$ cat config.mk
export PLATFORM = sky130hd
export DESIGN_NAME = ctrl_pipe_hazard
export DESIGN_NICKNAME = d
export VERILOG_FILES = /design/src/rtl/ctrl_pipe_hazard.sv
export SDC_FILE = /design/constraint.sdc
export NUM_CORES = 1
export LEC_CHECK = 0
export CAP_MARGIN = 10
export CORE_AREA = 3 3 115 62
export DETAILED_ROUTE_END_ITERATION = 10
export DIE_AREA = 0 0 118 65
export PLACE_DENSITY = 0.84
export REMOVE_ABC_BUFFERS = 1
export SETUP_SLACK_MARGIN = 0.05
export SKIP_CTS_REPAIR_TIMING = 1
export SYNTH_ARGS = -nofsm -noshare
export SYNTH_HDL_FRONTEND = slang
export SYNTH_SLANG_ARGS = --single-unit
$ cat constraint.sdc
create_clock -name clk -period 3.7 [get_ports clk]
set_input_delay 0.555 -clock clk [delete_from_list [all_inputs] [get_ports clk]]
set_output_delay 0.555 -clock clk [all_outputs]
set_load 0.01 [all_outputs]
$ cat src/rtl/ctrl_pipe_hazard.sv
// Control-signal pipeline D->E->M->W with per-stage stall/flush, valid tracking
// and saturating stall/flush/retire performance counters.
module ctrl_pipe_hazard #(
  parameter int ALUCTRL_W = 4,
  parameter int RESSRC_W  = 2,
  parameter int CNT_W     = 16
) (
  input  logic                 clk,
  input  logic                 rst_n,
  input  logic                 Valid_D,
  input  logic                 RegWrite_D,
  input  logic                 MemWrite_D,
  input  logic                 Jump_D,
  input  logic                 Branch_D,
  input  logic                 ALUSrc_D,
  input  logic [RESSRC_W-1:0]  ResultSrc_D,
  input  logic [ALUCTRL_W-1:0] ALUControl_D,
  input  logic                 Stall_E,
  input  logic                 Flush_E,
  input  logic                 Stall_M,
  input  logic                 Flush_M,
  input  logic                 cnt_clr,
  output logic                 Valid_E,
  output logic                 RegWrite_E,
  output logic                 MemWrite_E,
  output logic                 Jump_E,
  output logic                 Branch_E,
  output logic                 ALUSrc_E,
  output logic [RESSRC_W-1:0]  ResultSrc_E,
  output logic [ALUCTRL_W-1:0] ALUControl_E,
  output logic                 Valid_M,
  output logic                 RegWrite_M,
  output logic                 MemWrite_M,
  output logic [RESSRC_W-1:0]  ResultSrc_M,
  output logic                 Valid_W,
  output logic                 RegWrite_W,
  output logic [RESSRC_W-1:0]  ResultSrc_W,
  output logic [CNT_W-1:0]     stall_cnt,
  output logic [CNT_W-1:0]     flush_cnt,
  output logic [CNT_W-1:0]     retire_cnt
);

  logic                 valid_e_q, regwrite_e_q, memwrite_e_q, jump_e_q, branch_e_q, alusrc_e_q;
  logic [RESSRC_W-1:0]  ressrc_e_q;
  logic [ALUCTRL_W-1:0] aluctrl_e_q;
  logic                 valid_m_q, regwrite_m_q, memwrite_m_q;
  logic [RESSRC_W-1:0]  ressrc_m_q;
  logic                 valid_w_q, regwrite_w_q;
  logic [RESSRC_W-1:0]  ressrc_w_q;
  logic [CNT_W-1:0]     stall_q, stall_d, flush_q, flush_d, retire_q, retire_d;

  logic stall_e_eff;
  assign stall_e_eff = Stall_E | Stall_M;

  always_ff @(posedge clk) begin
    if (!rst_n || Flush_E) begin
      valid_e_q    <= 1'b0;
      regwrite_e_q <= 1'b0;
      memwrite_e_q <= 1'b0;
      jump_e_q     <= 1'b0;
      branch_e_q   <= 1'b0;
      alusrc_e_q   <= 1'b0;
      ressrc_e_q   <= '0;
      aluctrl_e_q  <= '0;
    end else if (!stall_e_eff) begin
      valid_e_q    <= Valid_D;
      regwrite_e_q <= RegWrite_D;
      memwrite_e_q <= MemWrite_D;
      jump_e_q     <= Jump_D;
      branch_e_q   <= Branch_D;
      alusrc_e_q   <= ALUSrc_D;
      ressrc_e_q   <= ResultSrc_D;
      aluctrl_e_q  <= ALUControl_D;
    end
  end

  // E held while M is free: M takes a bubble so the held instruction is not duplicated.
  always_ff @(posedge clk) begin
    if (!rst_n || Flush_M || (stall_e_eff && !Stall_M)) begin
      valid_m_q    <= 1'b0;
      regwrite_m_q <= 1'b0;
      memwrite_m_q <= 1'b0;
      ressrc_m_q   <= '0;
    end else if (!Stall_M) begin
      valid_m_q    <= valid_e_q;
      regwrite_m_q <= regwrite_e_q;
      memwrite_m_q <= memwrite_e_q;
      ressrc_m_q   <= ressrc_e_q;
    end
  end

  // A frozen M must not retire twice, so W sees bubbles while Stall_M is high.
  always_ff @(posedge clk) begin
    if (!rst_n || Stall_M) begin
      valid_w_q    <= 1'b0;
      regwrite_w_q <= 1'b0;
      ressrc_w_q   <= '0;
    end else begin
      valid_w_q    <= valid_m_q;
      regwrite_w_q <= regwrite_m_q;
      ressrc_w_q   <= ressrc_m_q;
    end
  end

  always_comb begin
    stall_d  = stall_q;
    flush_d  = flush_q;
    retire_d = retire_q;
    if (cnt_clr) begin
      stall_d  = '0;
      flush_d  = '0;
      retire_d = '0;
    end else begin
      if (stall_e_eff && (stall_q != '1))          stall_d  = stall_q + CNT_W'(1);
      if ((Flush_E || Flush_M) && (flush_q != '1)) flush_d  = flush_q + CNT_W'(1);
      if (valid_w_q && (retire_q != '1))           retire_d = retire_q + CNT_W'(1);
    end
  end

  always_ff @(posedge clk) begin
    if (!rst_n) begin
      stall_q  <= '0;
      flush_q  <= '0;
      retire_q <= '0;
    end else begin
      stall_q  <= stall_d;
      flush_q  <= flush_d;
      retire_q <= retire_d;
    end
  end

  assign Valid_E      = valid_e_q;
  assign RegWrite_E   = regwrite_e_q;
  assign MemWrite_E   = memwrite_e_q;
  assign Jump_E       = jump_e_q;
  assign Branch_E     = branch_e_q;
  assign ALUSrc_E     = alusrc_e_q;
  assign ResultSrc_E  = ressrc_e_q;
  assign ALUControl_E = aluctrl_e_q;
  assign Valid_M      = valid_m_q;
  assign RegWrite_M   = regwrite_m_q;
  assign MemWrite_M   = memwrite_m_q;
  assign ResultSrc_M  = ressrc_m_q;
  assign Valid_W      = valid_w_q;
  assign RegWrite_W   = regwrite_w_q;
  assign ResultSrc_W  = ressrc_w_q;
  assign stall_cnt    = stall_q;
  assign flush_cnt    = flush_q;
  assign retire_cnt   = retire_q;

endmodule

=== Yosys cells after proc, flatten, opt, wreduce, memory -nomap -nowiden ===
Cells that the tools add are included.

* Register bits after elaboration: 69
* Input port bits: 19
* Output and inout bits: 69
* Word-level logic and storage cells: 38

* Add/subtract/negate cells: 3
* Eq/ne operators: 3
* Bitwise logic cells: 2
* Reductions and logical operators: 12

{| class="wikitable"
|+ Operators with widths
! cell !! count
|-
| adder 16 x 1 -> 16 bit (second input constant) || 3
|-
| inequality test 16 bit (second input constant) || 3
|-
| logical OR 1 bit || 5
|-
| logical AND 1 bit || 4
|-
| logical NOT 1 bit || 2
|-
| OR reduction 2 bit || 1
|-
| inverter 1 bit || 1
|-
| OR 1 bit || 1
|}

=== Longest topological paths before layout ===
* Depth after elaboration: 3
* Gate-level depth with buffers: 6
* Depth with buffers taken out: 5

=== Worst setup path before layout ===
OpenSTA, ideal clock, no wires.

* Kind: reg2reg
* Start: reg retire_q[0], in the netlist retire_cnt[0]
* End: reg retire_q[14], in the netlist retire_cnt[14]
* Library setup time: 0.135 ns
* Data arrival time: 1.794 ns
* Path slack: 1.771 ns
* Stages on the path, launching flop included: 6
* Path buffers: 0
* Period minus slack after synthesis: 1.929 ns
* Cells stage by stage: dfxtp_1 ha_1 nand4_1 or4_1 o311ai_0 o41ai_1

* Cells in the longest elaborated chain, start to end: 2

{| class="wikitable"
|+ Ends and longest elaborated chain
! what !! RTL line !! text
|-
| from (decl) || 50 || <nowiki>logic [CNT_W-1:0] stall_q, stall_d, flush_q, flush_d, retire_q, retire_d;</nowiki>
|-
| from (signal assigned) || 128 || <nowiki>retire_q <= retire_d;</nowiki>
|-
| parallel branches: the longest is 2 deep, another holds adder 16 x 1 -> 16 bit || -- ||
|}

Several ways; the timed one is not identified.
A chain may end at the register's enable or synchronous reset.

=== Worst setup path in the final report ===
* Start: in Stall_M
* End: reg stall_q[8], in the netlist stall_cnt[8]

* Cells in the longest elaborated chain, start to end: 2

{| class="wikitable"
|+ Ends and longest elaborated chain
! what !! RTL line !! text
|-
| from (decl) || 20 || <nowiki>input logic Stall_M,</nowiki>
|-
| OR 1 bit || 53 || <nowiki>assign stall_e_eff = Stall_E | Stall_M;</nowiki>
|-
| logical AND 1 bit || 114 || <nowiki>if (stall_e_eff && (stall_q != '1)) stall_d = stall_q + CNT_W'(1);</nowiki>
|-
| to (signal assigned) || 126 || <nowiki>stall_q <= stall_d;</nowiki>
|-
| to (decl) || 50 ||
|}

No other way between the ends.

==> out/qor.csv <==
metric,value,unit
fmaxAchievable,0.422,GHz
netlist_top_cells_area,"sky130_fd_sc_hd__dfxtp_1, sky130_fd_sc_hd__a21oi_1, sky130_fd_sc_hd__nand2_1",
synth_compound_gate_area_share,20.3,%
detailed_place.area,4070,um2
postRouteAntennaNets,0,
setup-violations-final,0,
min_period_over_period,64.1,%
synthMostInstantiatedCell,sky130_fd_sc_hd__dfxtp_1,
report.final.hold_viol_count,0,
die_area,7670,um2
maxSlewHeadroom,27.3,%
synth_area,3120,um2
place.gp.congestion,0.822,
finalCoreUtilization,72.2,%
final_setup_skew,0.00546,ns
placement.io_buffers,87,
final_design_area_no_fill,4390,um2
rows,20,
vias,3228,
flow.area_growth_from_synthesis,40.8,%
first_pass_iteration_count_of_the_detailed_router,5,
cts_root_buffer,sky130_fd_sc_hd__clkbuf_16,
timing.final.max_slew_violations,0,
period_needed,2.37,ns
rsz_0062_raised_after_global_routing,no,
numClockSinks,69,
crit_fanout,14,
fin_nets,477,
post_synth_mux_area_share,2.25,%
post_synth_num_cell_types,42,
die_height,65,um
grt_max_degree,27,
crit_buf_inv,1,
critical_path.slowest_cell,sky130_fd_sc_hd__clkdlybuf4s50_1,
drive_above_1_share,5.87,%
synth-xor-area-share,0.281,%
insertedDiodeCount,0,
grt_pass1_vias,3109,
die_x,118,um
hold_path.class,flop to flop,
rr_startpoint,retire_cnt[0],
p_leak,0.00139,uW
setup.worst_path.end_class,flop,
post-dp-hpwl,6100,um
postSynth.topFlopCell,sky130_fd_sc_hd__dfxtp_1,
max-cap-violations,0,
cp_slowest_stage_delay,0.76,ns
clkLatencyLatePin,0.33,ns
num_io_pins,88,
finalSetupTns,0,ns
postSynthCellCount,369,
grt_antenna_before_repair,0,
synth_sequential_area_ratio,44.3,%
nFillCells,449,
gr-usage-all-layers,23.2,%
synth.largest_area_cell,sky130_fd_sc_hd__dfxtp_1,
crit_family,simple AND/OR/NAND/NOR gates,
yosysTopAreaCellShare,44.3,%
synthTopCellsByCount,"sky130_fd_sc_hd__dfxtp_1, sky130_fd_sc_hd__nand2_1, sky130_fd_sc_hd__a21oi_1",
synthesis.area_per_instance,8.45,um2
ys.warnings.count,0,
path_cells,"clkdlybuf4s50_1, or2_2, nand3_1, or4_1, a21oi_1",
ir_worst_vdd,0.224,mV
tritoncts,done,
clock_path_buffers,2,
start_util,51.3,%
synth_top_family_by_area,simple AND/OR/NAND/NOR gates,
cp-start-kind,input port,
number_of_flops_mapped_to_enable_cells_by_yosys,0,
worst_ep_arrival_time,2.63,ns
timing.critical_path.required,3.96,ns
hold_path_startpoint,Branch_E,
grt_first_pass_wirelength,14700,um
detailedRoute.firstIterationViolations,291,
wl_per_cell,16.1,um
synth_simple_gate_area_share,29.1,%
clock_buffer_count_from_cts,9,
yosys.area_share.adder,1.20,%
coreArea,6080,um2
async_reset_ff_share,0,%
clkSlewWorstSetupHoldPaths,0.06,ns
crit_start,Stall_M,
routed_wl,8800,um
htree_num_levels,3,
crit_type,input port to flop,
tightest_slew,1.08,ns
outcome,"complete, no violations",
postSynthRegisterBits,69,
via_per_inst,5.89,
remaining_drc_errors,0,
p_per_area,397,nW/um2
gr-total-overflow,0,
==> logic make-up after synthesis <==
family / after synthesis
mux: 7
compound gates: 99
fa+ha+maj: 3
simple gates: 169
xor+xnor: 1
buf+inv: 21
flops: 69
==> routing by layer <==
| metal | global-route usage [%] | vias up | part of all wire (%) |
|---|---|---|---|
| met2 | 40.7 | 89 | 50 |
| met4 | 8.03 | 0 | 1.1 |
| met3 | 5.49 | 9 | 4.5 |
| met1 | 28.4 | 1556 | 44 |
| li1 | - | 1574 | - |
| met5 | 0 | - | 0 |
==> registers in the layout, indices dropped and copies added, names as in the netlist, 2 cells and up <==
signal / count
flush_cnt: 16
retire_cnt: 16
stall_cnt: 16
ALUControl_E: 4
ResultSrc_E: 2
ResultSrc_M: 2
ResultSrc_W: 2
==> where the power goes <==
group | switching, uW | internal, uW | leakage [uW]
Combinational | 37.2 | 35.2 | 0.000679
Sequential | 4.48 | 748 | 0.000557
Clock | 326 | 593 | 0.000156
Total | 367 | 1380 | 0.00139
==> worst reg2reg max path, delay by kind of cell, from the launching register on <==
| kind | cells | cell delay, ns |
|---|---|---|
| AND/OR/NAND/NOR | 2 | 0.93 |
| adder cells (fa/ha/maj) | 1 | 0.24 |
| AO/OA/AOI/OAI | 2 | 0.54 |
| flip-flops | 1 | 0.41 |
==> path summary, 6_finish.rpt <==
check | slack, ns | cells past startpoint | end
hold / removal | 0.46 | 2 | Branch_E
setup / recovery | 1.33 | 5 | stall_cnt[8]
setup reg to reg | 1.45 | 5 | retire_cnt[14]
hold reg to reg | 0.46 | 2 | Branch_E
==> cells in the final DEF, fill, tap and decap left out, types with 6 or more instances in the layout <==
cell type / count
sky130_fd_sc_hd__a21oi_1: 39
sky130_fd_sc_hd__nand3_1: 17
sky130_fd_sc_hd__nand2_1: 45
sky130_fd_sc_hd__clkbuf_16: 9
sky130_fd_sc_hd__dfxtp_1: 69
sky130_fd_sc_hd__o41ai_1: 8
sky130_fd_sc_hd__or4_1: 13
sky130_fd_sc_hd__nand4_1: 14
sky130_fd_sc_hd__clkdlybuf4s50_1: 87
sky130_fd_sc_hd__mux2i_1: 7
sky130_fd_sc_hd__or3_1: 13
sky130_fd_sc_hd__nor2_1: 16
sky130_fd_sc_hd__and4_1: 6
sky130_fd_sc_hd__o21ai_0: 20
sky130_fd_sc_hd__o31ai_1: 8
sky130_fd_sc_hd__and2_1: 6
sky130_fd_sc_hd__nor4_1: 8
sky130_fd_sc_hd__nor3_1: 13
==> stage by stage <==
stage / worst slack (ns) / hold slack [ns] / power (uW) / std cells
after floorplan: 1.42 / 0.481 / 795 / 353
after global placement: 1.16 / 0.448 / 838 / 532
after detailed placement: 1.08 / 0.456 / 840 / 532
after CTS: 1.37 / 0.468 / 1750 / 548
after global routing: 1.24 / 0.489 / 1790 / 548
final: 1.33 / 0.464 / 1740 / 548
==> area by class of cell <==
cell class                 instances  area, um2  area share (%)
clock buffer                       9        225            5.13
clock inverter                     7       98.8            2.25
inverter                           5       18.8           0.427
multi-input combinational        279       1660            37.7
sequential                        69       1380            31.5
tap                               88        110            2.51
timing repair buffer              91        901            20.5
Note: power is estimated with default switching activity, not from simulation.
